## config.mk

```make
export PLATFORM = sky130hd
export DESIGN_NAME = weight_stream_sink_ram
export DESIGN_NICKNAME = d
export VERILOG_FILES = /design/src/rtl/weight_stream_sink_ram.sv
export SDC_FILE = /design/constraint.sdc
export NUM_CORES = 1
export LEC_CHECK = 0
export ABC_CLOCK_PERIOD_IN_PS = 4000
export CORE_ASPECT_RATIO = 1.75
export CORE_MARGIN = 5
export CORE_UTILIZATION = 35
export CTS_CLUSTER_DIAMETER = 50
export CTS_CLUSTER_SIZE = 20
export DETAILED_ROUTE_END_ITERATION = 16
export SYNTH_ARGS = -nofsm -noshare
export SYNTH_HDL_FRONTEND = slang
export SYNTH_SLANG_ARGS = --single-unit
```

## constraint.sdc

```tcl
create_clock -name clk -period 4 [get_ports clk]
set_clock_uncertainty 0.15 [all_clocks]
set_input_delay 0.8 -clock clk [delete_from_list [all_inputs] [get_ports clk]]
set_output_delay 0.8 -clock clk [all_outputs]
set_load 0.03 [all_outputs]
```

## src/rtl/weight_stream_sink_ram.sv

```systemverilog
// weight_stream_sink_ram
// Receive side of the parameter-streaming protocol. Incoming valid/ready
// weight beats are written sequentially into an on-chip RAM. A ROM-style
// read port with 2-cycle latency lets weight sources replay the tensor.

module weight_stream_sink_ram #(
   parameter int PRECISION_0 = 16,
   parameter int PAR         = 1,
   parameter int DEPTH       = 32,
   parameter int ADDR_WIDTH  = $clog2(DEPTH) + 1
) (
   input  logic                       clk,
   input  logic                       rst,
   input  logic [PRECISION_0-1:0]     data_in [PAR],
   input  logic                       data_in_valid,
   output logic                       data_in_ready,
   input  logic                       data_in_last,
   input  logic                       reload,
   output logic                       loaded,
   output logic                       len_err,
   output logic [ADDR_WIDTH-1:0]      beat_count,
   input  logic [ADDR_WIDTH-1:0]      address0,
   input  logic                       ce0,
   output logic [PRECISION_0*PAR-1:0] q0
);

   localparam int WORD_W = PRECISION_0 * PAR;
   localparam int IDX_W  = $clog2(DEPTH);

   // Constants held at the address width so every compare is width-matched.
   localparam logic [ADDR_WIDTH-1:0] DEPTH_A    = ADDR_WIDTH'(DEPTH);
   localparam logic [ADDR_WIDTH-1:0] LAST_IDX_A = ADDR_WIDTH'(DEPTH - 1);

   typedef enum logic {
      LOAD = 1'b0,
      FULL = 1'b1
   } state_t;

   state_t                  state;
   state_t                  next_state;
   logic [ADDR_WIDTH-1:0]   wr_ptr;
   logic [WORD_W-1:0]       packed_beat;
   logic [WORD_W-1:0]       ram [DEPTH];
   logic [WORD_W-1:0]       r1;
   logic                    accept;
   logic                    at_end;
   logic                    load_done;

   // The sink only takes beats while loading, and never during a reload or reset cycle.
   assign data_in_ready = (state == LOAD) && !reload && !rst;
   assign accept        = data_in_valid && data_in_ready;
   assign at_end        = (wr_ptr == LAST_IDX_A);
   assign load_done     = accept && (at_end || data_in_last);

   // Pack the unpacked element array into one RAM word, element j at the j-th slice.
   always_comb begin
      packed_beat = '0;
      for (int j = 0; j < PAR; j++) begin
         packed_beat[PRECISION_0*j +: PRECISION_0] = data_in[j];
      end
   end

   // Next-state logic: reload always wins, otherwise the tensor closes on the last slot or on last.
   always_comb begin
      next_state = state;
      if (reload) begin
         next_state = LOAD;
      end else if ((state == LOAD) && load_done) begin
         next_state = FULL;
      end
   end

   // State register plus the load bookkeeping that travels with it.
   always_ff @(posedge clk) begin
      if (rst) begin
         state      <= LOAD;
         wr_ptr     <= '0;
         beat_count <= '0;
         loaded     <= 1'b0;
         len_err    <= 1'b0;
      end else begin
         state <= next_state;
         if (reload) begin
            wr_ptr     <= '0;
            beat_count <= '0;
            loaded     <= 1'b0;
            len_err    <= 1'b0;
         end else if (accept) begin
            if (beat_count != DEPTH_A) begin
               beat_count <= beat_count + 1'b1;
            end
            if (load_done) begin
               wr_ptr <= '0;
               loaded <= 1'b1;
               // A mismatch is last arriving early, or the final slot filling without last.
               if (at_end != data_in_last) begin
                  len_err <= 1'b1;
               end
            end else begin
               wr_ptr <= wr_ptr + 1'b1;
            end
         end
      end
   end

   // Weight storage; never reset so a reload or reset keeps whatever was written.
   always_ff @(posedge clk) begin
      if (accept) begin
         ram[wr_ptr[IDX_W-1:0]] <= packed_beat;
      end
   end

   // First read stage: non-blocking read of ram gives read-first behaviour on collision.
   always_ff @(posedge clk) begin
      if (rst) begin
         r1 <= '0;
      end else if (ce0) begin
         r1 <= (address0 < DEPTH_A) ? ram[address0[IDX_W-1:0]] : '0;
      end
   end

   // Second read stage: output register that holds whenever ce0 is low.
   always_ff @(posedge clk) begin
      if (rst) begin
         q0 <= '0;
      end else if (ce0) begin
         q0 <= r1;
      end
   end

endmodule
```

==> results of run 1 <==
==> layout by cell type (no fill, tap or decap), types with 7 or more instances in the layout <==
master,n
sky130_fd_sc_hd__clkbuf_16,37
sky130_fd_sc_hd__a211oi_1,12
sky130_fd_sc_hd__mux2_2,11
sky130_fd_sc_hd__clkdlybuf4s50_1,47
sky130_fd_sc_hd__ha_1,7
sky130_fd_sc_hd__clkbuf_1,21
sky130_fd_sc_hd__edfxtp_1,512
sky130_fd_sc_hd__mux4_2,91
sky130_fd_sc_hd__mux4_1,12
sky130_fd_sc_hd__o22ai_1,14
sky130_fd_sc_hd__inv_1,7
sky130_fd_sc_hd__a22oi_1,8
sky130_fd_sc_hd__a2111oi_0,18
sky130_fd_sc_hd__buf_4,73
sky130_fd_sc_hd__nand2_1,19
sky130_fd_sc_hd__nand2b_1,25
sky130_fd_sc_hd__xor2_1,7
sky130_fd_sc_hd__dfxtp_1,47
sky130_fd_sc_hd__mux2i_1,75
sky130_fd_sc_hd__a2111oi_2,13
sky130_fd_sc_hd__nor2b_1,32
sky130_fd_sc_hd__nor2_1,71
sky130_fd_sc_hd__o2111ai_1,11
==> worst register-to-register path: cells and delay by family (launching register included) <==
family                   cells  cell delay, ps
AND/OR/NAND/NOR              5            1380
adder cells (fa/ha/maj)      1             210
flip-flops                   1             590
==> registers in the layout, summed over array words and instances (netlist names) <==
signal,flops
beat_count,6
len_err,1
loaded,1
q0,16
r1,16
ram,512
state,1
wr_ptr,6
==> report_power, final <==
group          total (uW)  switching (uW)  internal, uW
Clock                3600            1860          1740
Combinational         624             388           235
Sequential           6410            31.5          6380
Total               10600            2280          8350
==> synthesized netlist by cell type (all sizes together), types with 3 or more instances <==
library cell	n
edfxtp	512
mux4	103
mux2i	75
nor2	71
dfxtp	47
buf	37
a2111oi	32
nor2b	32
nand2b	25
clkbuf	23
nand2	19
o22ai	14
a211oi	12
mux2	11
o2111ai	11
a22oi	8
ha	7
inv	7
xor2	7
nand3b	5
o21ai	5
or2	5
or3b	5
and2	4
nand4	4
nor4	4
and3	3
xnor2	3
==> per-stage QoR <==
step	hold slack (ps)	total power [uW]	worst slack, ps
4_1_cts	336	10700	229
5_1_grt	376	11000	221
3_5_place_dp	316	7180	-369
6_report	333	10600	195
2_1_floorplan	322	6870	890
3_3_place_gp	309	7170	-1150
==> routing by layer <==
metal | part of all wire (%) | track usage [%]
met5 | 0 | 0
met4 | 6.9 | 9.91
met3 | 4.1 | 1.79
met2 | 53 | 29.7
met1 | 36 | 19.1
==> cell type report <==
cell class | instances | area, um2
Clock buffer | 58 | 1000
Clock inverter | 3 | 28.8
Fill cell | 5473 | 37500
Inverter | 7 | 26.3
Multi-Input combinational cell | 485 | 5230
Sequential cell | 559 | 16300
Tap cell | 799 | 1000
Timing Repair Buffer | 127 | 1120
==> path summary, 6_finish.rpt <==
| path | startpoint | end | slack [ps] | depth (start not counted) |
|---|---|---|---|---|
| min | len_err | len_err | 330 | 2 |
| min reg2reg | len_err | len_err | 330 | 2 |
| max reg2reg | wr_ptr[3] | wr_ptr[0] | 1560 | 6 |
| max | address0[4] | r1[0] | 190 | 5 |
==> cell families (layout without fill, tap and decap cells) <==
logic type               count (synthesis)  after routing  share of synthesized area, %
multiplexers                           189            189                          14.7
flip-flops                             559            559                          74.3
AND/OR/NAND/NOR                        185            185                          4.47
XOR/XNOR                                10             10                         0.399
AO/OA/AOI/OAI                           94             94                          3.73
buffers and inverters                   67            195                          1.99
adder cells (fa/ha/maj)                  7              7                         0.399
==> impl_summary.log, run 1 <==
INFO  metric outcome = finished clean
INFO  metric die_area = 68,100 um2
INFO  metric insertion_delay = 550 ps
INFO  metric slew-limit-headroom = 22.6%
INFO  metric period_share = 95.1%
INFO  metric synth_top_area_cell = sky130_fd_sc_hd__edfxtp_1
INFO  metric p_per_area = 430 nW/um2
INFO  metric timing.setup.tns = 0 ps
INFO  metric finalCoreUtilization = 39.7%
INFO  metric drtPass1Iterations = 5
INFO  metric cts_root_buffer = sky130_fd_sc_hd__clkbuf_16
INFO  metric cts.sinks = 559
INFO  metric post_cts.repair.setup_buffers = 0
INFO  metric grt_overflow_total = 0
INFO  metric tritoncts = done
INFO  metric vias_per_cell = 5.36
INFO  metric holdCritPathClass = reg2reg
INFO  metric ant_nets = 0
INFO  metric synthArstFlopShare = 0%
INFO  metric max_freq = 263 MHz
INFO  metric largest_net_degree_at_the_start_of_global_routing = 51
INFO  metric cpMaxStageDelayCell = sky130_fd_sc_hd__clkdlybuf4s50_1
INFO  metric timing.critical_path.cells = clkdlybuf4s50_1 -> nand3b_1 -> o22ai_1 -> a2111oi_0 -> a211oi_1
INFO  metric report.final.setup_viol = 0
INFO  metric buffer_ports.inserted = 52
INFO  metric fin_area = 24,700 um2
INFO  metric grt_resource_usage_total = 16.7%
INFO  metric detail_route.wl_per_cell = 27.9 um
INFO  metric syn-num-nets = 1,146
INFO  metric timing.critical_path.from_type = input port
INFO  metric number_of_violations_of_the_max_capacitance_limit = 0
INFO  metric worst_ir_drop_vdd = 351 uV
INFO  metric drive_gt1_share = 20.0%
INFO  metric cts_made_buffers = 34
INFO  metric antennaDiodeCount = 0
INFO  metric ys_seq_elements = 559
INFO  metric dp.cells = 1,977
INFO  metric detail_route.drc_violations = 0
INFO  metric rsz0062_at_grt = no
INFO  metric initial_utilization = 35.3%
INFO  metric critical_path_required = 4240 ps
INFO  metric synth-edff-count = 512
INFO  metric initial_antenna_violation_count = 0
INFO  metric clkTransAtPathRegs = 90 ps
INFO  metric chipWidth = 199 um
INFO  metric nets = 1,249
INFO  metric synth_cell_type_count = 53
INFO  metric grt_pass1_vias = 11,450
INFO  metric postSynthCellCount = 1,111
INFO  metric synthDominantCellAreaShare = 70.0%
INFO  metric worst_slew_pin_slew = 1130 ps
INFO  metric area_growth_syn_to_layout = 12.6%
INFO  metric arrival = 4050 ps
INFO  metric synth_warnings = 0
INFO  metric cts_hold_buf = 0
INFO  metric floorplan.core_area = 62,200 um2
INFO  metric cp-end-kind = flop
INFO  metric num_rows = 121
INFO  metric htree_levels = 2
INFO  metric synth_ff_type = sky130_fd_sc_hd__edfxtp_1
INFO  metric setup.worst_path.class = in2reg
INFO  metric postSynthAreaPerCell = 19.8 um2
INFO  metric detailedRoute.firstIterationViolations = 837
INFO  metric pin_count = 53
INFO  metric grt_pass1_wl = 82.1 mm
INFO  metric synth_seq_area_share = 74.3%
INFO  metric dp_hpwl = 37.6 mm
INFO  metric vias_post_dr = 10,914
INFO  metric critPathTopFamily = compound AO/OA/AOI/OAI gates
INFO  metric detailed_place.area = 23,700 um2
INFO  metric crit_fanout = 20
INFO  metric slew_violations = 0
INFO  metric final_period_minus_worst_setup_slack = 3810 ps
INFO  metric critical-path-max-stage-delay = 1230 ps
INFO  metric dieHeight = 341 um
INFO  metric p_leak = 0.00777 uW
INFO  metric synth_area_leaders = sky130_fd_sc_hd__edfxtp_1 70%, sky130_fd_sc_hd__mux4_2 9.3%, sky130_fd_sc_hd__dfxtp_1 4.3%, sky130_fd_sc_hd__mux2i_1 3.4%, sky130_fd_sc_hd__mux4_1 1.4%
INFO  metric timing_hold_violations_final = 0
INFO  metric syn-cell-area = 22,000 um2
INFO  metric final_cells = 2,038
INFO  metric place.gp.congestion = 0.827
INFO  metric postRouteWirelength = 56.8 mm
INFO  metric critPathBufInv = 1
INFO  metric cts-root-to-sink-buffers = 3
INFO  metric ctsResizeCount = 0
(Power assumes the default switching activity.)
==> run 2, diff against run 1 <==
--- a/config.mk
+++ b/config.mk
@@ -5,13 +5,15 @@
 export SDC_FILE = /design/constraint.sdc
 export NUM_CORES = 1
 export LEC_CHECK = 0
-export ABC_CLOCK_PERIOD_IN_PS = 4000
+export ABC_AREA = 1
+export ABC_CLOCK_PERIOD_IN_PS = 4340
 export CORE_ASPECT_RATIO = 1.75
 export CORE_MARGIN = 5
-export CORE_UTILIZATION = 35
+export CORE_UTILIZATION = 55
 export CTS_CLUSTER_DIAMETER = 50
 export CTS_CLUSTER_SIZE = 20
 export DETAILED_ROUTE_END_ITERATION = 16
+export PLACE_DENSITY = 0.72
 export SYNTH_ARGS = -nofsm -noshare
 export SYNTH_HDL_FRONTEND = slang
 export SYNTH_SLANG_ARGS = --single-unit
==> constraint.sdc (replaced) <==
create_clock -name clk -period 4.34 [get_ports clk]
set_clock_uncertainty 0.15 [all_clocks]
set_input_delay 0.868 -clock clk [delete_from_list [all_inputs] [get_ports clk]]
set_output_delay 0.868 -clock clk [all_outputs]
set_load 0.03 [all_outputs]
==> impl_summary.log, run 2 <==
INFO  metric outcome = finished clean
INFO  metric critPathBufInv = 3
INFO  metric grt_resource_usage_total = 25.6%
INFO  metric fin_area = 24,800 um2
INFO  metric die_area = 45,800 um2
INFO  metric antennaDiodeCount = 0
INFO  metric ys_seq_elements = 559
INFO  metric num_rows = 98
INFO  metric insertion_delay = 550 ps
INFO  metric p_per_area = 409 nW/um2
INFO  metric initial_antenna_violation_count = 0
INFO  metric grt.met3_usage = 2.41%
INFO  metric worst_r2r_path_depth = 5
INFO  metric area_growth_syn_to_layout = 8.80%
INFO  metric report.final.setup_viol = 0
INFO  metric final_period_minus_worst_setup_slack = 3710 ps
INFO  metric timing.critical_path.mode_cell = sky130_fd_sc_hd__clkdlybuf4s50_1
INFO  metric number_of_violations_of_the_max_capacitance_limit = 0
INFO  metric cts_made_buffers = 36
INFO  metric slew-limit-headroom = 31.2%
INFO  metric worst_slew_pin_slew = 1030 ps
INFO  metric synth_simple_gate_area_share = 23.1%
INFO  metric synth_seq_area_share = 71.5%
INFO  metric place.gp.congestion = 0.955
INFO  metric grt_pass1_vias = 14,705
INFO  metric timing.setup.tns = 0 ps
INFO  metric critical_path_required = 3320 ps
INFO  metric max_reg_flops = 512
INFO  metric timing.critical_path.cells = clkdlybuf4s50_1 -> nor2_8 -> inv_1 -> nor2_1 -> clkdlybuf4s50_1
INFO  metric synthArstFlopShare = 0%
INFO  metric layout.cells.most_common = sky130_fd_sc_hd__nand2_1
INFO  metric cts_root_buffer = sky130_fd_sc_hd__clkbuf_16
INFO  metric reg2reg_to = ram[12][0]
INFO  metric timing.critical_path.depth = 5
INFO  metric power.total = 10,200 uW
INFO  metric pin_count = 53
INFO  metric filler_cell_count = 3,230
INFO  metric seqCellArea = 16,300 um2
INFO  metric critical-path-max-stage-delay = 680 ps
INFO  metric holdCritPathClass = reg2reg
INFO  metric buffer_ports.inserted = 52
INFO  metric timing.critical_path.from_type = input port
INFO  metric final_cells = 2,624
INFO  metric synth-edff-count = 512
INFO  metric cts-root-to-sink-buffers = 3
INFO  metric detail_route.drc_violations = 0
INFO  metric max_freq = 270 MHz
INFO  metric htree_levels = 2
INFO  metric post_cts.repair.setup_buffers = 0
INFO  metric floorplan.core_area = 41,000 um2
INFO  metric reg2reg_slack = 2020 ps
INFO  metric vias_per_cell = 5.71
INFO  metric post_synth_fa_ha_maj_area_fraction = 0.384%
INFO  metric detailed_place.area = 23,700 um2
INFO  metric ant_nets = 0
INFO  metric grtUsageMet2 = 45.4%
INFO  metric leading_cell_types_in_the_layout_fill_and_taps_excluded = 802 x sky130_fd_sc_hd__nand2_1, 512 x sky130_fd_sc_hd__edfxtp_1, 372 x sky130_fd_sc_hd__nand3_1
INFO  metric setup.worst_path.end = data_in_ready
INFO  metric synth_top_area_cell = sky130_fd_sc_hd__edfxtp_1
INFO  metric postLayoutSetupSlackWorst = 634 ps
INFO  metric multi_input_area = 5640 um2
INFO  metric arrival = 2690 ps
INFO  metric critPathLaunch = rst
INFO  metric period_share = 85.4%
INFO  metric nets = 2,088
INFO  metric synthMostInstantiatedCell = sky130_fd_sc_hd__nand2_1
INFO  metric postSynthAreaPerCell = 11.3 um2
INFO  metric vias_post_dr = 14,991
INFO  metric synth-xor-area-share = 0%
INFO  metric worst_ir_drop_vdd = 287 uV
INFO  metric ctsResizeCount = 0
INFO  metric detailedRoute.firstIterationViolations = 1,490
INFO  metric rr_startpoint = state
INFO  metric rsz0062_at_grt = no
INFO  metric chipWidth = 164 um
INFO  metric cts_hold_buf = 0
INFO  metric detail_route.wl_per_cell = 22.2 um
INFO  metric synth_warnings = 0
INFO  metric cts.sinks = 559
INFO  metric synth_compound_gate_area_share = 1.15%
INFO  metric crit_fanout = 9
INFO  metric postSynthCellCount = 2,028
INFO  metric cpMaxStageDelayCell = sky130_fd_sc_hd__clkdlybuf4s50_1
INFO  metric drive_gt1_share = 6.61%
INFO  metric setup.worst_path.class = in2out
INFO  metric timing_hold_violations_final = 0
INFO  metric dieHeight = 280 um
INFO  metric largest_net_degree_at_the_start_of_global_routing = 140
INFO  metric cp-end-kind = output port
INFO  metric detailedPlace.worstSlack = 579 ps
INFO  metric initial_utilization = 55.7%
INFO  metric synth_ff_type = sky130_fd_sc_hd__edfxtp_1
INFO  metric syn-cell-area = 22,800 um2
INFO  metric critPathTopFamily = buffers and inverters
INFO  metric clkTransAtPathRegs = 80 ps
INFO  metric synth.top_cells.by_count = 802 x sky130_fd_sc_hd__nand2_1, 512 x sky130_fd_sc_hd__edfxtp_1, 372 x sky130_fd_sc_hd__nand3_1
INFO  metric dominant_combinational_cell_family_by_area_after_synthesis = simple AND/OR/NAND/NOR gates
INFO  metric busiest_layer = met2
INFO  metric drtPass1Iterations = 7
INFO  metric synth_mux_area_share = 0%
INFO  metric p_leak = 0.00909 uW
INFO  metric synth_area_leaders = sky130_fd_sc_hd__edfxtp_1 67%, sky130_fd_sc_hd__nand2_1 13%, sky130_fd_sc_hd__nand3_1 8.2%, sky130_fd_sc_hd__dfxtp_1 4.1%, sky130_fd_sc_hd__nor2_1 1.2%
INFO  metric grt_pass1_wl = 87.0 mm
INFO  metric grt_util_met1 = 29.4%
INFO  metric grt_overflow_total = 0
INFO  metric synth_cell_type_count = 34
INFO  metric synthDominantCellAreaShare = 67.4%
INFO  metric syn-num-nets = 2,063
INFO  metric tritoncts = done
INFO  metric dp_hpwl = 36.7 mm
INFO  metric postRouteWirelength = 58.3 mm
INFO  metric dp.cells = 2,565
INFO  metric slew_violations = 0
==> run 2: changes by cell type in the layout (fill, tap and decap cells not counted), moves of 25 or more <==
| cell | before | now |
|---|---|---|
| sky130_fd_sc_hd__nor2b_1 | 32 | 0 |
| sky130_fd_sc_hd__mux4_2 | 91 | 0 |
| sky130_fd_sc_hd__mux2i_1 | 75 | 0 |
| sky130_fd_sc_hd__buf_4 | 73 | 47 |
| sky130_fd_sc_hd__nand2_1 | 19 | 802 |
| sky130_fd_sc_hd__nand3_1 | 2 | 372 |
| sky130_fd_sc_hd__nand2b_1 | 25 | 0 |
==> run 2: power breakdown <==
| group | switching [uW] | internal (uW) |
|---|---|---|
| logic | 534 | 173 |
| clock network | 1700 | 1850 |
| registers | 12.9 | 5890 |
==> run 2: worst min-delay path by stage <==
stage | from | slack [ps] | cells past startpoint | endpoint
6_report | r1[14] | 320 | 2 | r1[14]
5_1_grt | r1[12] | 350 | 2 | r1[12]
4_1_cts | r1[14] | 320 | 2 | r1[14]
3_5_place_dp | r1[14] | 310 | 2 | r1[14]
3_3_place_gp | r1[12] | 310 | 2 | r1[12]
2_1_floorplan | state | 290 | 2 | state
==> run 2: cells by family after synthesis <==
group / Yosys count
flip-flops: 559
adder cells (fa/ha/maj): 7
AND/OR/NAND/NOR: 1265
AO/OA/AOI/OAI: 49
buffers and inverters: 148
==> run 2: metal layers <==
metal / routed length, um / part of all wire (%) / vias to the layer above
li1: - / - / 6989
met1: 20300 / 35 / 7197
met2: 30500 / 52 / 634
met3: 3030 / 5.2 / 171
met4: 4500 / 7.7 / 0
met5: 0 / 0 / -
==> run 2: metrics by stage <==
step                      hold slack [ps]  util [%]
after floorplan                       293         -
after global placement                307      57.8
after detailed placement              306      57.8
after CTS                             320      60.6
after global routing                  345      60.6
final                                 319      60.6
==> run 2: area by class of cell <==
| type | instances | share of cell area (%) |
|---|---|---|
| clock buffers | 49 | 4.12 |
| clock inverters | 10 | 0.564 |
| inverters | 31 | 0.509 |
| multi-input cells | 1321 | 22.7 |
| flip-flops and latches | 559 | 65.7 |
| well taps | 550 | 2.77 |
| repair buffers | 104 | 3.62 |
==> run 2: worst min-delay path: cells and delay by family (launching register included) <==
kind | cells | cell delay, ps
AO/OA/AOI/OAI | 1 | 50
flip-flops | 1 | 320
AND/OR/NAND/NOR | 1 | 60
